<file path="src/rtl/muldiv_ctrl.sv">
// Sequencer for the HI/LO multiply/divide unit: issues start pulses, tracks multiplier latency
// and divider completion, and drives the pipeline stall and HI/LO write strobe.
module muldiv_ctrl #(
  parameter int MUL_LAT = 4,
  parameter int DIV_MAX = 40
) (
  input  logic       Clk,
  input  logic       Rst,
  input  logic [3:0] Md_op,
  input  logic       Op_valid,
  input  logic       Rt_zero,
  input  logic       Flush,
  input  logic       Div_done,
  output logic       Mul_start,
  output logic       Div_start,
  output logic       Hilo_we,
  output logic       Hilo_src,
  output logic       Md_stall,
  output logic       Err_timeout,
  output logic [2:0] Dbg_state
);

  // Dbg_state encoding: 0 IDLE, 1 MUL_WAIT, 2 DIV_WAIT, 3 DONE, 4 DRAIN.
  typedef enum logic [2:0] {
    S_IDLE     = 3'd0,
    S_MUL_WAIT = 3'd1,
    S_DIV_WAIT = 3'd2,
    S_DONE     = 3'd3,
    S_DRAIN    = 3'd4
  } state_t;

  localparam logic [7:0] MUL_INIT = 8'(MUL_LAT - 1);
  localparam logic [8:0] DIV_LAST = 9'(DIV_MAX - 1);

  state_t     state, state_nxt;
  logic [7:0] cnt, cnt_nxt;
  logic       src, src_nxt;
  logic       suppress, suppress_nxt;
  logic       err_set;
  logic       is_mul, is_div, long_op;
  logic       div_expired;

  assign is_mul  = (Md_op == 4'd7) || (Md_op == 4'd8) || (Md_op == 4'd9);
  assign is_div  = (Md_op == 4'd1) || (Md_op == 4'd2);
  assign long_op = Op_valid & (is_mul | is_div);

  // The timeout fires on the cycle whose increment would bring cnt to DIV_MAX-1.
  assign div_expired = ({1'b0, cnt} + 9'd1) >= DIV_LAST;

  assign Dbg_state = state;
  assign Hilo_src  = src;
  assign Md_stall  = Rst ? long_op : (long_op & (state != S_DONE) & !Flush);

  always_ff @(posedge Clk) begin
    if (Rst) begin
      state       <= S_IDLE;
      cnt         <= 8'd0;
      src         <= 1'b0;
      suppress    <= 1'b0;
      Err_timeout <= 1'b0;
    end else begin
      state    <= state_nxt;
      cnt      <= cnt_nxt;
      src      <= src_nxt;
      suppress <= suppress_nxt;
      if (err_set) Err_timeout <= 1'b1;
    end
  end

  always_comb begin
    state_nxt    = state;
    cnt_nxt      = cnt;
    src_nxt      = src;
    suppress_nxt = suppress;
    err_set      = 1'b0;
    Mul_start    = 1'b0;
    Div_start    = 1'b0;
    Hilo_we      = 1'b0;

    case (state)
      S_IDLE: begin
        if (long_op && !Flush) begin
          if (is_mul) begin
            Mul_start    = 1'b1;
            cnt_nxt      = MUL_INIT;
            src_nxt      = 1'b0;
            suppress_nxt = 1'b0;
            state_nxt    = S_MUL_WAIT;
          end else if (Rt_zero) begin
            // Divide by zero: skip the divider and leave HI/LO untouched.
            src_nxt      = 1'b1;
            suppress_nxt = 1'b1;
            state_nxt    = S_DONE;
          end else begin
            Div_start    = 1'b1;
            cnt_nxt      = 8'd0;
            src_nxt      = 1'b1;
            suppress_nxt = 1'b0;
            state_nxt    = S_DIV_WAIT;
          end
        end
      end

      S_MUL_WAIT: begin
        if (Flush) begin
          state_nxt = S_IDLE;
        end else if (cnt == 8'd0) begin
          state_nxt = S_DONE;
        end else begin
          cnt_nxt = cnt - 8'd1;
        end
      end

      S_DIV_WAIT: begin
        if (Flush) begin
          // The divider cannot be cancelled, so wait out its result in DRAIN.
          cnt_nxt   = cnt + 8'd1;
          state_nxt = S_DRAIN;
        end else if (Div_done) begin
          suppress_nxt = 1'b0;
          state_nxt    = S_DONE;
        end else if (div_expired) begin
          err_set      = 1'b1;
          suppress_nxt = 1'b1;
          state_nxt    = S_DONE;
        end else begin
          cnt_nxt = cnt + 8'd1;
        end
      end

      S_DONE: begin
        if (!Flush) Hilo_we = !suppress;
        state_nxt = S_IDLE;
      end

      S_DRAIN: begin
        if (Div_done) begin
          state_nxt = S_IDLE;
        end else if (div_expired) begin
          err_set   = 1'b1;
          state_nxt = S_IDLE;
        end else begin
          cnt_nxt = cnt + 8'd1;
        end
      end

      default: state_nxt = S_IDLE;
    endcase

    if (Rst) begin
      Mul_start = 1'b0;
      Div_start = 1'b0;
      Hilo_we   = 1'b0;
    end
  end

endmodule

</file>
<file path="config.mk">
export PLATFORM = sky130hd
export DESIGN_NAME = muldiv_ctrl
export DESIGN_NICKNAME = d
export VERILOG_FILES = /design/src/rtl/muldiv_ctrl.sv
export SDC_FILE = /design/constraint.sdc
export NUM_CORES = 1
export LEC_CHECK = 0
export CAP_MARGIN = 40
export CORE_MARGIN = 4
export CORE_UTILIZATION = 49
export DETAILED_ROUTE_END_ITERATION = 16
export GPL_ROUTABILITY_DRIVEN = 0
export MAX_ROUTING_LAYER = met4
export PLACE_DENSITY_LB_ADDON = 0.12
export SLEW_MARGIN = 15
export SYNTH_ARGS = -nofsm -noshare
export SYNTH_HDL_FRONTEND = slang
export SYNTH_SLANG_ARGS = --single-unit
</file>
<file path="constraint.sdc">
create_clock -name Clk -period 2.64 [get_ports Clk]
set_clock_uncertainty 0.2 [all_clocks]
set_input_delay 0.528 -clock Clk [delete_from_list [all_inputs] [get_ports Clk]]
set_output_delay 0.528 -clock Clk [all_outputs]
set_load 0.03 [all_outputs]
</file>
---- Word level (Yosys, flattened, before mapping) ----
Cells that the tools add are included.
Widths: inputs -> output; s select.
cells by class
  order comparisons ....................... 1
  reductions and logical operators ........ 14
  add/sub/neg operators ................... 3
  equality and inequality tests ........... 19
  bitwise logic cells ..................... 4
  muxes and demuxes ....................... 45
operator list
  operator             count
  $mux 8               8
  $pmux 8 s4           1
  $mux 1               24
  $mux 3               8
  $ne 3x3->1 const B   4
  $pmux 3 s4           1
  $add 8x1->9 const B  1
  $ge 9x6->1 const B   1
  $add 8x1->8 const B  1
  $eq 4x4->1 const B   2
  $logic_not 8->1      1
  $ne 2x2->1 const B   4
  $reduce_and 4->1     2
  $sub 8x1->8 const B  1
  $eq 3x2->1 const B   2
  $reduce_and 5->1     1
  $eq 4x1->1 const B   1
  $eq 4x2->1 const B   1
  $eq 4x3->1 const B   1
  $ne 4x4->1 const B   1
  $pmux 1 s2           2
  $reduce_bool 4->1    1
  $and 1x1->1          3
  $eq 3x1->1 const B   1
  10 further kinds     13
word-level totals
  logic and storage cells ................. 91
  flip-flop bits (word level) ............. 14
  bits of input ports ..................... 10
  output and inout port bits .............. 9

---- Logic depth before layout (Yosys ltp) ----
  depth in word-level cells ............... 9
  mapped depth ............................ 9
  depth with buffers taken out ............ 9

---- Worst setup path before layout ----
OpenSTA, ideal clock, no wires.
  path kind ............................... input to output
  from .................................... in Flush
  to ...................................... out Div_start
  data arrival time ....................... 2315 ps
  data required time ...................... 1912 ps
  stages .................................. 5
  buffers on the path ..................... 1
  setup slack ............................. -403 ps
  cell sequence ........................... clkbuf_1 nor4bb_1 a22oi_1 nand3b_1 nor4_1
on the way
  word-level cells in the longest chain between the ends .. 5
ends and longest elaborated chain
  element            line  source
  from (decl)        12    input logic Flush,
  $logic_not 1->1    -
  $logic_and 1x1->1  82    if (long_op && !Flush) begin
  $mux 1             82
  $mux 1             80    case (state)
  $mux 1             150   if (Rst) begin
  to (decl)          15    output logic Div_start,
No other way between the ends.

---- Final worst setup path ----
  from .................................... reg cnt[1]
  to ...................................... reg cnt[3]
on the way
  word-level cells in the longest chain between the ends .. 6
  elaborated cells on any way between the ends .. 13
  those cells by class .................... add/sub: 3; order compare: 1; eq/ne: 1; mux: 6; reduce/logical: 2
ends and longest elaborated chain
  element                 line      source
  from (decl)             36        logic [7:0] cnt, cnt_nxt;
  from (signal assigned)  63        cnt <= cnt_nxt;
  $add 8x1->9             48        assign div_expired = ({1'b0, cnt} + 9'd1) >= DIV_LAST;
  $ge 9x6->1              48
  $mux 8                  122, 139
  $mux 8                  137       if (Div_done) begin
  $mux 8                  115       if (Flush) begin
  $pmux 8 s4              80
Several ways; a longest one is shown, not always the timed one. The select of a mux whose other input is x is not followed.
A chain may end at the register's enable or synchronous reset.

==> reports/results.tsv <==
metric	value	unit
GR Overflow Total	0	
dpl cells	270	
# DRC	0	
root buf cell	clkbuf_4	
Post-Syn Nets	201	
Mapped Cells	187	
# diodes	0	
antenna violations before repair	0	
largest net degree at the start of global routing	15	
Non-Filler Instances	281	
worst setup path class	flip-flop to flip-flop	
Leakage	0.8545	nW
clock sink total	14	
vias in the first global route	1712	
Max H-tree Level	1	
hold crit path type	flip-flop to flip-flop	
Area growth syn-to-layout	54.81	%
post-place setup slack	-0.2453	ns
post-synthesis compound-gate area fraction	0.3717	
setup TNS	0	ns
Core Region	2758	µm²
Worst setup EP type	flip-flop	
Global Route Usage Sum	0.2781	
Post-Synth Adder-Cell Area	0.03565	
multi-input logic area	1192	µm²
mux cell area share after synthesis	0.01783	
register area share after synthesis	0.1996	
die width	61.53	µm
Tightest Pin Transition	0.4745	ns
min cycle time layout	2.638	ns
Iteration-0 DRC Markers	218	
Vias/cell	6.356	
XOR/XNOR share of the synthesized area	0.02496	
Die Y-Extent	61.53	µm
run status	completed	
first-pass GRT wire length	7797	µm
post-synth cell types	57	
Slew Limit Fails	0	
Hold Fails Final Rpt	0	
fraction of layout cells with a size suffix above 1	0.3800	
DIE AREA	3785	µm²
CTS tree	built	
Post-synth EDFFs	0	
FF/Latch Area	286.5	µm²
Syn Area/Cell	7.507	µm²
crit start category	flip-flop	
final core occ	0.7881	
DRT antenna net count	0	
Ys Warns	0	
hold slack	0.2816	ns
Post-Route WL	4915	µm
Final period util	0.9994	
worst vdd ir	0.0006039	V
cts hold-fix bufs	0	
Max Fclk	0.3790	GHz
RSZ-0062 raised after global routing	yes	
Worst Path Required	2.68	ns
relative slew slack	0.6825	
wire length per cell	17.49	µm
I/O pin total	19	
Arr. time, crit path	2.68	ns
Layout Nets	265	
Pwr per Cell Area	779.0	nW/µm²
Post-DP HPWL	3519	µm
Pre-Repair DR Iteration Count	5	
Main synth FF type	dfxtp_1	
initial core utilization	0.5091	
main combinational cell family by area after synthesis	compound AO/OA/AOI/OAI gates	
CTS Buf Count	3	
CP max FO	3	
FF+latch count, synth	14	
Final WS setup	0.001536	ns
Max-Cap Viols	0	
PortBufs	18	
Final setup viols	0	
post-synthesis simple-gate area fraction	0.2897	
Via Count	1786	
CTS clk-pin slew, worst paths	0.10	ns
Worst-Skew Late Latency	0.29	ns
Post-synth ARST share	0	
Clock Tree Buf Depth	2	
Post-Syn Area	1404	µm²
FILL cells	197	
floorplan row count	19	
[path summary, 6_finish.rpt]
| path | from | endpoint | slack, ns | cells after the start |
|---|---|---|---|---|
| setup / recovery | cnt[1] | cnt[3] | 0.002 | 11 |
| hold / removal | Err_timeout | Err_timeout | 0.28 | 2 |
| setup reg to reg | cnt[1] | cnt[3] | 0.002 | 11 |
| hold reg to reg | Err_timeout | Err_timeout | 0.28 | 2 |
[metrics by stage]
step                      instance area [µm²]  power, mW
final                                    2173      1.693
after global placement                   1919      1.280
after CTS                                2001      1.527
after detailed placement                 1919      1.323
after floorplan                          1415     0.9176
after global routing                     2173      1.808
[synthesized netlist by cell type, types with 3 or more instances]
library cell  instances  area [µm²]
nor2_1               22       82.58
xnor2_1               4       35.03
nand2b_1              8       50.05
ha_1                  4       50.05
nor4_1                4       25.02
nand2_1              11       41.29
a21oi_1               9       45.04
clkbuf_1              7       26.28
a32oi_1               3       26.28
dfxtp_1              14       280.3
inv_1                 8       30.03
nand3_1              10       50.05
or3_1                 3       18.77
nor3_1                6       30.03
o211ai_1              7       52.55
o221ai_1              4       35.03
a211oi_1              3       22.52
a31oi_1               5       31.28
o21ai_0               7       35.03
[per-layer routing]
layer | track usage | routed length, µm | vias to the layer above
met5 | - | 0 | -
met4 | 0.09697 | 77 | 0
met3 | 0.02516 | 274 | 12
met2 | 0.4873 | 2528 | 95
met1 | 0.3284 | 2035 | 833
li1 | - | - | 846
[layout make-up]
type	count	area share
clock buffers	4	0.01670
well taps	31	0.01785
multi-input cells	154	0.5486
inverters	8	0.01497
repair buffers	70	0.2700
flip-flops and latches	14	0.1318
[critical path: stages (launching register included)]
cell      delay [ns]
dfxtp_4         0.39
inv_4           0.04
ha_4            0.23
nor2b_4         0.14
nor4_4          0.22
a31oi_2         0.11
buf_4           0.17
a211oi_1        0.36
a21boi_0        0.18
buf_4           0.18
o221ai_1        0.17
a32o_1          0.19
[cell families after synthesis]
family,count (synthesis)
buf+inv,19
compound gates,65
mux,2
fa+ha+maj,4
flops,14
xor+xnor,4
simple gates,79
[cell usage in the layout (no fill, tap or decap), drive strengths merged, types with 2 or more instances in the layout]
cell type	instances
nand2	12
inv	8
a221oi	2
a31oi	5
a21oi	9
a32oi	4
buf	55
and3	2
nand2b	8
dfxtp	14
nor4	4
nand3	11
a32o	2
a21boi	2
nor2b	2
xnor2	4
o21ai	9
o221ai	4
a211oi	3
clkbuf	5
nor2	22
a21o	2
or3	3
ha	4
o211ai	7
o31ai	2
dlygate4sd2	6
nor3	6
nand3b	2
a22oi	2
clkdlybuf4s50	8
[power breakdown]
part / switching [mW] / leakage, nW / internal [mW] / total (mW)
sequential: 0.0583 / 0.115 / 0.259 / 0.317
combinational: 0.636 / 0.718 / 0.571 / 1.21
clock: 0.0843 / 0.0210 / 0.0840 / 0.168
total: 0.779 / 0.854 / 0.914 / 1.69
[repair_timing]
item,in CTS,in global routing
buffers inserted,2,5
cloned,0,1
endpoints found under the setup margin,9,11
pin swaps,6,19
resized for setup,15,25
[sequential cells by signal (all words and copies together) (netlist names)]
signal	flops
Dbg_state	3
Err_timeout	1
Hilo_src	1
cnt	8
suppress	1
(Power assumes the default switching activity.)
